--- src/rtl/classify_block_pipe2.sv ---
// rtl/classify_block_pipe2.sv - argmin classification and per-centroid coordinate accumulation
// Stage A registers the nearest enabled centroid; stage B adds the point into that accumulator.
module classify_block_pipe2 #(
  parameter int dataWidth        = 91,
  parameter int centroid_num     = 8,
  parameter int cordinate_width  = 13,
  parameter int accum_cord_width = 22,
  parameter int accum_width      = 154,
  parameter int count_width      = 10
) (
  input  logic                               clk,
  input  logic                               rst,
  input  logic [centroid_num*dataWidth-1:0]  distances,
  input  logic [dataWidth-1:0]               point_in,
  input  logic                               point_valid,
  input  logic [centroid_num-1:0]            active_mask,
  input  logic                               clear_accums,
  input  logic [2:0]                         rd_sel,
  output logic [accum_width-1:0]             accum_out,
  output logic [count_width-1:0]             count_out,
  output logic [2:0]                         class_id,
  output logic                               class_valid,
  output logic                               pipe_empty,
  output logic                               overflow
);

  localparam int num_coords = 7;
  localparam logic [accum_cord_width-1:0] acc_max = '1;
  localparam logic [count_width-1:0]      cnt_max = '1;

  logic [accum_width-1:0] acc [centroid_num];
  logic [count_width-1:0] cnt [centroid_num];

  logic                   valid_a;
  logic [2:0]             win_a;
  logic [dataWidth-1:0]   point_a;

  logic [2:0]             win_c;
  logic                   any_c;
  logic [dataWidth-1:0]   best_c;

  logic [accum_width-1:0]    row_sum;
  logic [count_width-1:0]    cnt_sum;
  logic [accum_cord_width:0] coord_sum;
  logic                      sat_c;

  // Strict less-than keeps the lowest index on ties.
  always_comb begin
    win_c  = '0;
    any_c  = 1'b0;
    best_c = '0;
    for (int i = 0; i < centroid_num; i++) begin
      if (active_mask[i] && (!any_c || distances[i*dataWidth +: dataWidth] < best_c)) begin
        any_c  = 1'b1;
        best_c = distances[i*dataWidth +: dataWidth];
        win_c  = 3'(i);
      end
    end
  end

  // One extra carry bit per coordinate detects saturation.
  always_comb begin
    row_sum   = acc[win_a];
    coord_sum = '0;
    sat_c     = 1'b0;
    for (int j = 0; j < num_coords; j++) begin
      coord_sum = {1'b0, acc[win_a][j*accum_cord_width +: accum_cord_width]}
                + (accum_cord_width+1)'(point_a[j*cordinate_width +: cordinate_width]);
      if (coord_sum[accum_cord_width]) begin
        row_sum[j*accum_cord_width +: accum_cord_width] = acc_max;
        sat_c = 1'b1;
      end else begin
        row_sum[j*accum_cord_width +: accum_cord_width] = coord_sum[accum_cord_width-1:0];
      end
    end
    if (cnt[win_a] == cnt_max) begin
      cnt_sum = cnt_max;
      sat_c   = 1'b1;
    end else begin
      cnt_sum = cnt[win_a] + 1'b1;
    end
  end

  always_ff @(posedge clk) begin
    if (rst) begin
      for (int i = 0; i < centroid_num; i++) begin
        acc[i] <= '0;
        cnt[i] <= '0;
      end
      valid_a     <= 1'b0;
      win_a       <= '0;
      point_a     <= '0;
      class_id    <= '0;
      class_valid <= 1'b0;
      overflow    <= 1'b0;
      pipe_empty  <= 1'b1;
      accum_out   <= '0;
      count_out   <= '0;
    end else begin
      valid_a     <= point_valid & any_c;
      win_a       <= win_c;
      point_a     <= point_in;
      class_valid <= valid_a;
      if (valid_a) begin
        class_id <= win_a;
      end
      // class_valid doubles as the stage-B valid.
      pipe_empty <= !(valid_a | class_valid);
      accum_out  <= acc[rd_sel];
      count_out  <= cnt[rd_sel];
      if (clear_accums) begin
        for (int i = 0; i < centroid_num; i++) begin
          acc[i] <= '0;
          cnt[i] <= '0;
        end
        overflow <= 1'b0;
      end else if (valid_a) begin
        acc[win_a] <= row_sum;
        cnt[win_a] <= cnt_sum;
        if (sat_c) begin
          overflow <= 1'b1;
        end
      end
    end
  end

endmodule

--- config.mk ---
export PLATFORM = sky130hd
export DESIGN_NAME = classify_block_pipe2
export DESIGN_NICKNAME = d
export VERILOG_FILES = /design/src/rtl/classify_block_pipe2.sv
export SDC_FILE = /design/constraint.sdc
export NUM_CORES = 2
export LEC_CHECK = 0
export CAP_MARGIN = 5
export CORE_MARGIN = 2
export CORE_UTILIZATION = 55
export CTS_CLUSTER_DIAMETER = 200
export DETAILED_ROUTE_END_ITERATION = 10
export DONT_BUFFER_PORTS = 1
export PLACE_DENSITY = 0.7
export SYNTH_ARGS = -nofsm -noshare
export SYNTH_HDL_FRONTEND = slang
export SYNTH_SLANG_ARGS = --single-unit
--- constraint.sdc ---
create_clock -name clk -period 47.8 [get_ports clk]
set_input_delay 9.56 -clock clk [delete_from_list [all_inputs] [get_ports clk]]
set_output_delay 9.56 -clock clk [all_outputs]
set_load 0.02 [all_outputs]
==> impl_metrics.py <==
metrics = {
    "clock_tree": {
        "clockBufferDepth": 3,
        "clkLatencyLatePin_ns": 0.81,
        "numClockSinks": 1577,
        "cts_resized": 0,
        "cts_hold_buf": 0,
        "root_buffer": "clkbuf_16",
        "cts_tree": "built",
        "numCtsBuffers": 150,
        "h-tree-depth": 4,
        "post_cts_buffers": 0,
        "clk_pin_slew_worst_paths_ns": 0.06,
    },
    "die": {
        "core_um2": 174000,
        "die_y_um": 422,
        "num_rows": 153,
        "die_w_um": 422,
        "initial_core_util": 0.553,
        "die-area_um2": 178000,
        "ios": 1004,
    },
    "synthesis": {
        "synthFlopType": "edfxtp_1",
        "synth_nets": 10397,
        "synth_area_um2": 96000,
        "synth-edff-count": 1312,
        "seq_area_frac_synth": 0.466,
        "syn-instance-count": 8834,
        "ys_async_sr_fraction": 0,
        "avgSynthCellArea_um2": 10.9,
        "yosysWarnings": 0,
        "synth-seq-cells": 1577,
        "ys_types": 86,
    },
    "layout": {
        "final_area_um2": 103000,
        "drive_gt1_frac": 0.103,
        "layout.nets": 10098,
        "fill_cells": 14235,
        "fin_cells": 11135,
        "areaGrowthSynthToFinish_pct": 7.58,
    },
    "sta": {
        "clock_skew_ns": 0.0270,
        "maxSlewHeadroom": 0.148,
        "fmax_mhz": 27.1,
        "worst_pin_slew_ns": 1.25,
        "finalSetupViolCount": 0,
        "fin_crit_sh": 0.771,
        "fin_ws_ns": 10.94,
        "hold-worst-slack_ns": 0.547,
        "grt_setup_unrepaired": "false",
        "fin_tns_setup_ns": 0,
        "timing.final.crit_period_ns": 36.86,
        "final_max_slew_viol_count": 0,
        "finalHoldViolations": 0,
    },
    "worst_setup_path": {
        "worst_path_most_repeated_cell": "a21oi_1",
        "cp_max_fo": 99,
        "crit_arrival_ns": 37.57,
        "cp.required_ns": 48.50,
        "criticalPathCategory": "input port to register",
        "crit_path_end_kind": "register",
        "start_kind": "input port",
        "critical_path.max_stage_delay_ns": 1.05,
        "critical_path.slowest_cell": "mux2i_1",
    },
    "placement": {
        "placed_cells": 10707,
        "port_buffers": 0,
        "dp_slack_ns": 11.16,
        "dpl_cell_area_um2": 97800,
        "gp_congestion": 1.12,
        "hpwlAfterDp_um": 273000,
    },
    "power": {
        "powerDensity_nw_per_um2": 39.2,
        "cellLeakagePower_uw": 0.0398,
        "ir_worst_vdd_v": 0.0000461,
    },
    "grt": {
        "grt_pass1_wl_um": 554000,
        "grt_pass1_vias": 73436,
        "antenna_found_initial": 107,
        "gr-usage-all-layers": 0.434,
        "overflow": 0,
        "grt_start_max_net_pins": 329,
    },
    "route": {
        "first_iter_violations": 10318,
        "avgViaCountPerCell": 6.90,
        "dr.pass1.iters": 6,
        "drt-total-wl_um": 397000,
        "avgRoutedWirePerCell_um": 35.6,
        "num_vias": 76865,
        "ant_nets": 0,
        "drc": 0,
    },
    "outcome": {
        "status": "complete, no violations",
    },
    "flow_run": {
        "cap_violations": 0,
    },
    "worst_hold_path": {
        "hold_class": "register to register",
    },
}
[area by class of cell]
class | count | area (um2) | area share
multi-input combinational | 6325 | 47800 | 0.463
sequential | 1577 | 44700 | 0.433
clock buffer | 208 | 4370 | 0.0423
tap | 2325 | 2910 | 0.0282
inverter | 387 | 1450 | 0.0141
timing repair buffer | 94 | 928 | 0.00899
clock inverter | 73 | 682 | 0.00660
antenna | 146 | 365 | 0.00354
[per-stage QoR]
stage	utilization	total power (uW)
final	0.595	4050
after CTS	0.593	4020
after detailed placement	0.563	2810
after global routing	0.594	4190
after global placement	0.563	2800
after floorplan	-	2460
[cell usage in the layout, fill, tap and decap left out, drive strengths merged, types with 34 or more instances in the layout]
cell / Yosys / routed
nand3: 54 / 54
dfxtp: 265 / 265
nor2: 1742 / 1742
mux2: 189 / 189
o2bb2ai: 90 / 90
xnor2: 64 / 64
mux4: 331 / 331
and4: 37 / 37
nor3: 58 / 58
buf: 175 / 93
o21ai: 289 / 289
o211ai: 35 / 35
o21a: 34 / 34
nand2b: 35 / 35
and3: 36 / 36
or2: 101 / 101
clkinv: 0 / 48
mux2i: 270 / 270
nand4: 233 / 233
nand2: 362 / 362
a21oi: 314 / 314
diode: 0 / 146
inv: 387 / 399
a22oi: 599 / 599
edfxtp: 1312 / 1312
clkbuf: 370 / 209
a211oi: 37 / 37
a21o: 135 / 135
nor2b: 153 / 153
ha: 722 / 722
a21boi: 116 / 116
[critical path, delay by kind of cell]
kind,cells,cell delay [ns]
fa+ha+maj,7,2.12
mux,3,1.88
compound gates,47,13.79
buf+inv,9,4.65
simple gates,21,5.26
[logic make-up after synthesis]
kind of cell    count (synthesis)  share of synthesized area
simple gates                 2913                      0.135
compound gates               1815                      0.130
flops                        1577                      0.466
buf+inv                       932                     0.0381
mux                           790                      0.128
fa+ha+maj                     729                     0.0956
xor+xnor                       78                    0.00712
[flip-flops by register name, summed over array words and instances (netlist names), 3 cells and up]
name and flops:
count_out 10, class_id 3, win_a 3, cnt 80, point_a 91, accum_out 154, acc 1232
[Yosys cell counts, types with 233 or more instances]
master / n / share of area
nand2_1: 362 / 0.014
nand4_1: 233 / 0.015
mux4_2: 331 / 0.078
clkbuf_1: 370 / 0.014
edfxtp_1: 1312 / 0.41
a21oi_1: 314 / 0.016
nor2_1: 1742 / 0.068
inv_1: 387 / 0.015
dfxtp_1: 265 / 0.055
ha_1: 722 / 0.094
a22oi_1: 599 / 0.047
o21ai_0: 278 / 0.014
mux2i_1: 270 / 0.028
[final timing paths]
check | startpoint | to | slack, ns | cells after the start
worst max-delay path | active_mask[0] | win_a[1] | 10.94 | 87
worst min-delay path | class_valid | pipe_empty | 0.55 | 1
worst max register to register | win_a[0] | acc[0][153] | 39.69 | 24
worst min register to register | class_valid | pipe_empty | 0.55 | 1
[metal layers]
metal | GRT usage | share of wire
met4 | 0.317 | 0.090
met2 | 0.702 | 0.47
met3 | 0.113 | 0.12
met1 | 0.500 | 0.33
met5 | 0 | 0.00040
[power by group]
group / leakage [uW] / switching (uW) / total [uW] / internal (uW)
registers: 0.0168 / 51.1 / 1610 / 1560
clock network: 0.00250 / 533 / 1230 / 693
logic: 0.0205 / 790 / 1210 / 422
No activity file was read; power rests on OpenSTA's default activity.
